<file path="src/rtl/frv_mem_pkg.sv">
// Shared constants and state encoding for the FRV memory initiator bridge.
package frv_mem_pkg;

  localparam int ADDR_W = 32;
  localparam int DATA_W = 32;
  localparam int STRB_W = 4;

  // One transaction in flight: capture, request, wait for response, hand back.
  typedef enum logic [1:0] {
    S_IDLE = 2'd0,
    S_REQ  = 2'd1,
    S_RESP = 2'd2,
    S_DONE = 2'd3
  } state_t;

endpackage

</file>
<file path="src/rtl/frv_mem_initiator_if.sv">
// BRAM-style slave port plus FRV request/response channel of the initiator bridge.
// master = the bridge itself; slave = its environment (BRAM master and FRV responder).
interface frv_mem_initiator_if;
  import frv_mem_pkg::*;

  // BRAM-style side
  logic              bram_cen;
  logic [ADDR_W-1:0] bram_addr;
  logic [DATA_W-1:0] bram_wdata;
  logic [STRB_W-1:0] bram_wstrb;
  logic              bram_stall;
  logic [DATA_W-1:0] bram_rdata;
  logic              bram_error;

  // FRV memory channel side
  logic              mem_req;
  logic              mem_gnt;
  logic              mem_wen;
  logic [STRB_W-1:0] mem_strb;
  logic [DATA_W-1:0] mem_wdata;
  logic [ADDR_W-1:0] mem_addr;
  logic              mem_recv;
  logic              mem_ack;
  logic              mem_error;
  logic [DATA_W-1:0] mem_rdata;

  modport master (
    input  bram_cen, bram_addr, bram_wdata, bram_wstrb,
    output bram_stall, bram_rdata, bram_error,
    output mem_req, mem_wen, mem_strb, mem_wdata, mem_addr, mem_ack,
    input  mem_gnt, mem_recv, mem_error, mem_rdata
  );

  modport slave (
    output bram_cen, bram_addr, bram_wdata, bram_wstrb,
    input  bram_stall, bram_rdata, bram_error,
    input  mem_req, mem_wen, mem_strb, mem_wdata, mem_addr, mem_ack,
    output mem_gnt, mem_recv, mem_error, mem_rdata
  );

endinterface

</file>
<file path="src/rtl/frv_mem_initiator.sv">
// Bridge from a BRAM-style slave port to one FRV request/response transaction
// per access. Only one transaction is ever in flight; the BRAM master is
// stalled until the FRV response is back, then the result is handed over.
module frv_mem_initiator
  import frv_mem_pkg::*;
(
  input  logic                 g_clk,
  input  logic                 g_resetn,
  frv_mem_initiator_if.master  bus
);

  state_t state_q, state_d;

  logic [ADDR_W-1:0] addr_q;
  logic [DATA_W-1:0] wdata_q;
  logic [STRB_W-1:0] strb_q;
  logic [DATA_W-1:0] rdata_q;
  logic              err_q;
  logic [DATA_W-1:0] bram_rdata_q;
  logic              bram_error_q;

  logic capture_req;
  logic capture_rsp;
  logic accept;

  // Next state, handshake outputs and stall; stall depends on state and bram_cen only.
  always_comb begin
    // NOTE: every signal gets a default before the case so no path can infer a latch.
    state_d        = state_q;
    bus.bram_stall = 1'b0;
    bus.mem_req    = 1'b0;
    bus.mem_ack    = 1'b0;
    capture_req    = 1'b0;
    capture_rsp    = 1'b0;
    accept         = 1'b0;
    case (state_q)
      S_IDLE: begin
        bus.bram_stall = bus.bram_cen;
        if (bus.bram_cen) begin
          capture_req = 1'b1;
          state_d     = S_REQ;
        end
      end
      S_REQ: begin
        bus.bram_stall = 1'b1;
        bus.mem_req    = 1'b1;
        if (bus.mem_gnt) state_d = S_RESP;
      end
      S_RESP: begin
        bus.bram_stall = 1'b1;
        bus.mem_ack    = 1'b1;
        if (bus.mem_recv) begin
          capture_rsp = 1'b1;
          state_d     = S_DONE;
        end
      end
      S_DONE: begin
        // A dropped bram_cen here means the master abandoned; the result is discarded.
        accept  = bus.bram_cen;
        state_d = S_IDLE;
      end
      default: state_d = S_IDLE;
    endcase
  end

  // State register; reset drops any in-flight FRV transaction.
  always_ff @(posedge g_clk) begin
    // NOTE: sequential state uses non-blocking assignments so all flops sample pre-edge values.
    if (!g_resetn) state_q <= S_IDLE;
    else           state_q <= state_d;
  end

  // Request registers: captured once in IDLE, held stable through REQ until grant.
  always_ff @(posedge g_clk) begin
    // NOTE: datapath registers are reset too, since their reset values are visible on mem_* outputs.
    if (!g_resetn) begin
      addr_q  <= '0;
      wdata_q <= '0;
      strb_q  <= '0;
    end else if (capture_req) begin
      addr_q  <= bus.bram_addr;
      wdata_q <= bus.bram_wdata;
      strb_q  <= bus.bram_wstrb;
    end
  end

  // Response registers: sampled only in RESP, so unsolicited responses are ignored.
  always_ff @(posedge g_clk) begin
    if (!g_resetn) begin
      rdata_q <= '0;
      err_q   <= 1'b0;
    end else if (capture_rsp) begin
      rdata_q <= bus.mem_rdata;
      err_q   <= bus.mem_error;
    end
  end

  // BRAM-side result: updated only when DONE is accepted, otherwise held.
  always_ff @(posedge g_clk) begin
    if (!g_resetn) begin
      bram_rdata_q <= '0;
      bram_error_q <= 1'b0;
    end else if (accept) begin
      bram_rdata_q <= rdata_q;
      bram_error_q <= err_q;
    end
  end

  assign bus.mem_addr   = addr_q;
  assign bus.mem_wdata  = wdata_q;
  assign bus.mem_strb   = strb_q;
  assign bus.mem_wen    = |strb_q;
  assign bus.bram_rdata = bram_rdata_q;
  assign bus.bram_error = bram_error_q;

endmodule

</file>
<file path="src/flat_wrapper.sv">
// flat-port wrapper written by rule: the top's interface ports become plain ports
module frv_mem_initiator_flat import frv_mem_pkg::*;
  (g_clk, g_resetn, bus_bram_cen, bus_bram_addr, bus_bram_wdata, bus_bram_wstrb, bus_bram_stall, bus_bram_rdata, bus_bram_error, bus_mem_req, bus_mem_wen, bus_mem_strb, bus_mem_wdata, bus_mem_addr, bus_mem_ack, bus_mem_gnt, bus_mem_recv, bus_mem_error, bus_mem_rdata);
  frv_mem_initiator_if bus_i ();
  input  logic g_clk;
  input  logic g_resetn;
  input wire logic [$bits(bus_i.bram_cen)-1:0] bus_bram_cen;
  input wire logic [$bits(bus_i.bram_addr)-1:0] bus_bram_addr;
  input wire logic [$bits(bus_i.bram_wdata)-1:0] bus_bram_wdata;
  input wire logic [$bits(bus_i.bram_wstrb)-1:0] bus_bram_wstrb;
  output wire logic [$bits(bus_i.bram_stall)-1:0] bus_bram_stall;
  output wire logic [$bits(bus_i.bram_rdata)-1:0] bus_bram_rdata;
  output wire logic [$bits(bus_i.bram_error)-1:0] bus_bram_error;
  output wire logic [$bits(bus_i.mem_req)-1:0] bus_mem_req;
  output wire logic [$bits(bus_i.mem_wen)-1:0] bus_mem_wen;
  output wire logic [$bits(bus_i.mem_strb)-1:0] bus_mem_strb;
  output wire logic [$bits(bus_i.mem_wdata)-1:0] bus_mem_wdata;
  output wire logic [$bits(bus_i.mem_addr)-1:0] bus_mem_addr;
  output wire logic [$bits(bus_i.mem_ack)-1:0] bus_mem_ack;
  input wire logic [$bits(bus_i.mem_gnt)-1:0] bus_mem_gnt;
  input wire logic [$bits(bus_i.mem_recv)-1:0] bus_mem_recv;
  input wire logic [$bits(bus_i.mem_error)-1:0] bus_mem_error;
  input wire logic [$bits(bus_i.mem_rdata)-1:0] bus_mem_rdata;
  assign bus_i.bram_cen = bus_bram_cen;
  assign bus_i.bram_addr = bus_bram_addr;
  assign bus_i.bram_wdata = bus_bram_wdata;
  assign bus_i.bram_wstrb = bus_bram_wstrb;
  assign bus_bram_stall = bus_i.bram_stall;
  assign bus_bram_rdata = bus_i.bram_rdata;
  assign bus_bram_error = bus_i.bram_error;
  assign bus_mem_req = bus_i.mem_req;
  assign bus_mem_wen = bus_i.mem_wen;
  assign bus_mem_strb = bus_i.mem_strb;
  assign bus_mem_wdata = bus_i.mem_wdata;
  assign bus_mem_addr = bus_i.mem_addr;
  assign bus_mem_ack = bus_i.mem_ack;
  assign bus_i.mem_gnt = bus_mem_gnt;
  assign bus_i.mem_recv = bus_mem_recv;
  assign bus_i.mem_error = bus_mem_error;
  assign bus_i.mem_rdata = bus_mem_rdata;
  frv_mem_initiator u_core (.g_clk(g_clk), .g_resetn(g_resetn), .bus(bus_i));
endmodule
</file>
<file path="config.mk">
export PLATFORM = sky130hd
export DESIGN_NAME = frv_mem_initiator_flat
export DESIGN_NICKNAME = d
export VERILOG_FILES = /design/src/rtl/frv_mem_pkg.sv /design/src/rtl/frv_mem_initiator_if.sv /design/src/rtl/frv_mem_initiator.sv /design/src/flat_wrapper.sv
export SDC_FILE = /design/constraint.sdc
export NUM_CORES = 1
export LEC_CHECK = 0
export ABC_AREA = 1
export BUFFER_PORTS_ARGS = -buffer_cell sky130_fd_sc_hd__buf_2
export CORE_UTILIZATION = 35
export DETAILED_ROUTE_END_ITERATION = 12
export HOLD_SLACK_MARGIN = 0.1
export SETUP_SLACK_MARGIN = 0.15
export SYNTH_ARGS = -nofsm -noshare
export SYNTH_HDL_FRONTEND = slang
export SYNTH_SLANG_ARGS = --single-unit
</file>
<file path="constraint.sdc">
create_clock -name g_clk -period 1.5 [get_ports g_clk]
set_input_delay 0.3 -clock g_clk [delete_from_list [all_inputs] [get_ports g_clk]]
set_output_delay 0.3 -clock g_clk [all_outputs]
set_load 0.03 [all_outputs]
</file>
## Word level (Yosys, flattened, before mapping)

Cells that the tools add are included.

| operators by class | value |
|---|---|
| reduce and logical (&&, ||, !) cells | 4 |
| multiplexer cells | 12 |
| equal/unequal tests | 6 |

Operators with widths:

| kind | count |
|---|---|
| 2-bit one-hot mux with 4 select lines | 1 |
| 1-bit 2-to-1 mux | 7 |
| 2-bit 2-to-1 mux | 3 |
| 2-bit != test, second input constant | 3 |
| 2-bit equality test, second input constant | 2 |
| 4-bit OR reduction | 1 |
| 3-bit AND reduction | 1 |
| 2-bit by 1-bit equality test with 1-bit output, second input constant | 1 |
| 2-bit logical NOT | 1 |
| 1-bit one-hot mux with 2 select lines | 1 |
| 2-bit OR reduction | 1 |

| storage, ports and cells | value |
|---|---|
| output and inout bits | 105 |
| register bits after elaboration | 136 |
| logic and storage cells | 30 |

## Longest topological paths before layout

| depth | value |
|---|---|
| depth after elaboration | 3 |
| mapped depth | 8 |

## Least setup slack after synthesis

No wires, ideal clock.

| path | value |
|---|---|
| path kind | reg-to-output |
| start | register u_core.state_q[0] |
| end | output bus_bram_stall |
| cell stages (with the launch flop) | 9 |
| path buffers | 2 |
| required time | 1.200 ns |
| path slack | -0.273 ns |
| arrival | 1.473 ns |
| cells stage by stage | dfxtp_1 -> inv_1 -> ha_1 -> nand2_2 -> inv_2 -> buf_6 -> buf_6 -> nor2_1 -> nor2_1 |

| between the ends | value |
|---|---|
| cells in the longest elaborated chain, start to end | 3 |
| elaborated cells on any way between the ends | 5 |
| those cells by class | 2 x eq/ne; 1 x mux; 2 x reduce/logical |

Ends and longest elaborated chain:

| item | line | text |
|---|---|---|
| start: declaration | frv_mem_initiator.sv:12 | `state_t state_q, state_d;` |
| start signal: assignment | frv_mem_initiator.sv:70 | `else state_q <= state_d;` |
| 2-bit by 1-bit equality test with 1-bit output / 2-bit equality test (equally long branches) | frv_mem_initiator.sv:36 | `case (state_q)` |
| 2-bit OR reduction (no line) | -- |  |
| 1-bit one-hot mux with 2 select lines * | frv_mem_initiator.sv:36 |  |
| end: declaration | flat_wrapper.sv:11 | `output wire logic [$bits(bus_i.bram_stall)-1:0] bus_bram_stall;` |

Mark *: on every way between the ends. The rest lies on a longest branch, timed or not.

## Final worst setup path

Same ends and word-level chain as after synthesis.

==> results.toml <==
[status]
outcome = "finished with violations"
violations_in_the_final_reports = "setup timing"

[drt]
vias_per_cell = 4.62
first_pass_iters = 7
detail-route-antenna-nets = 0
route.vias.total = 4626
postRouteWirelength_um = 12600
drc_errors = 0
drtIter0Drc = 249
routed_wire_length_per_instance_um = 12.6

[synth]
ys_warn_count = 0
mappedNetlistNets = 726
synth_area_um2 = 4820
count_of_unique_library_cells_instantiated_by_yosys = 16
seq_area_frac_synth = 0.565
synth_largest_area_cell = "dfxtp_1"
synthTopCellsByArea = "dfxtp_1 (57%), nor2_1 (22%), o21ai_0 (12%)"
synth_top_area_frac = 0.565
postSynthCellCount = 614
ys_seq_elements = 136
postSynthAreaPerCell_um2 = 7.84

[floorplanning]
floorplan.rows = 42
fp.dieW_um = 119
core_region_area_um2 = 13300
design.portCount = 211
starting_density_of_the_core = 0.361
dieHeight_um = 119
fp.dieArea_um2 = 14200

[worst_setup_path]
timing.critical_path.required_ns = 1.20
critPathKind = "flip-flop to output port"
critical_path_peak_fanout = 4
worstPathArrival_ns = 1.35
critPathCaptureType = "output port"
start_kind = "flip-flop"

[sta]
final_critical_path_setup_slack_ns = -0.151
worst-slew-pin-transition_ns = 0.588
final_period_minus_worst_setup_slack_ns = 1.65
post-route-period-util = 1.10
final.setup.tns_ns = -0.267
skew_ns = 0.00535
setup_repair_after_global_routing_missed_its_margin = "yes"
final_setup_violating_endpoints = 6
fmax_ghz = 0.606
holdWs_ns = 0.123
final_slew_violations = 0
slew-limit-headroom = 0.608
hold_viol_final = 0

[clocking]
cts_inserted_buffers = 17
cts.htree.levels = 4
clock_sink_count = 136
root_buffer = "clkbuf_16"
cts_hold_buf = 0
clock_latency_ns = 0.41
cts_max_path_buffers = 2
clock_tree_from_tritoncts = "done"
clkTransAtPathRegs_ns = 0.06

[cells_and_area]
fillers = 1291
finish.instance_area_um2 = 6810
nNetsFinal = 926
share_of_layout_cells_above_drive_strength_1 = 0.327
antenna_diode_count = 0
area_delta_synth_final_pct = 41.4

[job]
cap_viol_max_count = 0

[global_routing]
wire_length_of_the_first_global_routing_pass_um = 20300
number_of_global_route_vias_before_repair = 4246
antenna_found_initial = 0
grt_max_degree = 71
grt_overflow_total = 0
gr-usage-all-layers = 0.181

[place]
buffer_ports.inserted = 210
placedInstanceArea_um2 = 6010
detailedPlacementHpwl_um = 8500
detailedPlace.worstSlack_ns = -0.0598
gp_congestion = 0.779

[min_path]
classification_of_the_worst_slack_hold_path = "input pin to flip-flop"

[power]
post-layout-total-power_mw = 14.1
power_leakage_nw = 3.19
power.ir.vdd_worst_uv = 729
power.density_cell_area_nw_per_um2 = 2080
## path summary, 6_finish.rpt
| path | start | to | slack (ns) | cells after the start |
|---|---|---|---|---|
| worst max-delay path | u_core.state_q[0]$_SDFFE_PN0P_ | bus_bram_stall | -0.15 | 5 |
| worst min-delay path | bus_mem_rdata[11] | u_core.rdata_q[11]$_SDFFE_PN0P_ | 0.12 | 3 |
| worst max register to register | u_core.state_q[0]$_SDFFE_PN0P_ | u_core.bus.mem_wdata[2]$_SDFFE_PN0P_ | -0.02 | 6 |
| worst min register to register | u_core.bus.mem_wdata[17]$_SDFFE_PN0P_ | u_core.bus.mem_wdata[17]$_SDFFE_PN0P_ | 0.47 | 2 |
## cell type report
type,count,area (um^2),area share
clock inverters,9,195,0.0287
flip-flops and latches,136,2730,0.401
repair buffers,222,1260,0.185
multi-input cells,429,1900,0.279
inverters,8,42.5,0.00625
clock buffers,22,464,0.0682
well taps,176,220,0.0323
## cell usage after synthesis (all sizes together)
cell type	n
clkbuf	21
ha	6
dfxtp	136
nand3	1
nor2	276
buf	20
o21ai	134
inv	8
nand2	11
or2	1
## cells by family after synthesis
| family | Yosys count | synth area share |
|---|---|---|
| flops | 136 | 0.565 |
| buf+inv | 49 | 0.0533 |
| compound gates | 134 | 0.139 |
| fa+ha+maj | 6 | 0.0156 |
| simple gates | 289 | 0.227 |
## power breakdown
part | switching (mW) | internal (mW)
clock | 1.45 | 3.19
sequential | 0.399 | 4.45
combinational | 3.10 | 1.56
## critical path, stage by stage (launching register included)
cell and delay, ns:
dfxtp_2 0.35, inv_4 0.05, ha_4 0.25, nor2_4 0.12
nor2_4 0.04, buf_6 0.13
## metrics by stage
stage	utilization	cells
finish	0.510	1002
global route	0.510	1002
CTS	0.507	1002
detailed placement	0.451	967
global placement	0.451	967
floorplan	-	614
## placed cells by master (no fill, tap or decap)
cell / netlist / routed
nand2_2: 1 / 1
clkinv_2: 0 / 3
nor2_4: 0 / 2
nand3_1: 1 / 1
inv_1: 6 / 3
buf_4: 8 / 5
clkbuf_1: 19 / 3
buf_12: 0 / 7
bufinv_16: 0 / 6
nand2_1: 10 / 9
ha_1: 6 / 2
clkbuf_16: 0 / 17
ha_2: 0 / 2
buf_2: 8 / 205
nor2_1: 276 / 274
o21ai_1: 14 / 35
clkbuf_8: 0 / 2
o21ai_2: 0 / 2
dfxtp_2: 0 / 4
o21ai_0: 120 / 97
nand2_4: 0 / 1
ha_4: 0 / 2
or2_4: 0 / 1
inv_4: 0 / 3
inv_6: 0 / 1
inv_2: 2 / 1
dfxtp_1: 136 / 132
buf_6: 4 / 5
## timing repair
item / 4_1_cts / 5_1_grt
setup buffers: 4 / 0
pin swaps: 4 / 2
endpoints found under the setup margin: 72 / 139
gates resized for setup: 20 / 35
## sequential cells by signal, indices dropped and copies added, names as in the netlist
signal,count
u_core.state_q,2
u_core.bus.mem_addr,32
u_core.bus.bram_error,1
u_core.bus.bram_rdata,32
u_core.bus.mem_wdata,32
u_core.bus.mem_strb,4
u_core.err_q,1
u_core.rdata_q,32
## routing by layer
metal | vias to the layer above | share of wire | GRT usage
li1 | 2362 | - | -
met1 | 2063 | 0.42 | 0.215
met2 | 186 | 0.47 | 0.297
met3 | 15 | 0.094 | 0.0733
met4 | 0 | 0.013 | 0.0586
met5 | - | 0 | 0
Power figures use the tool's default switching activity.
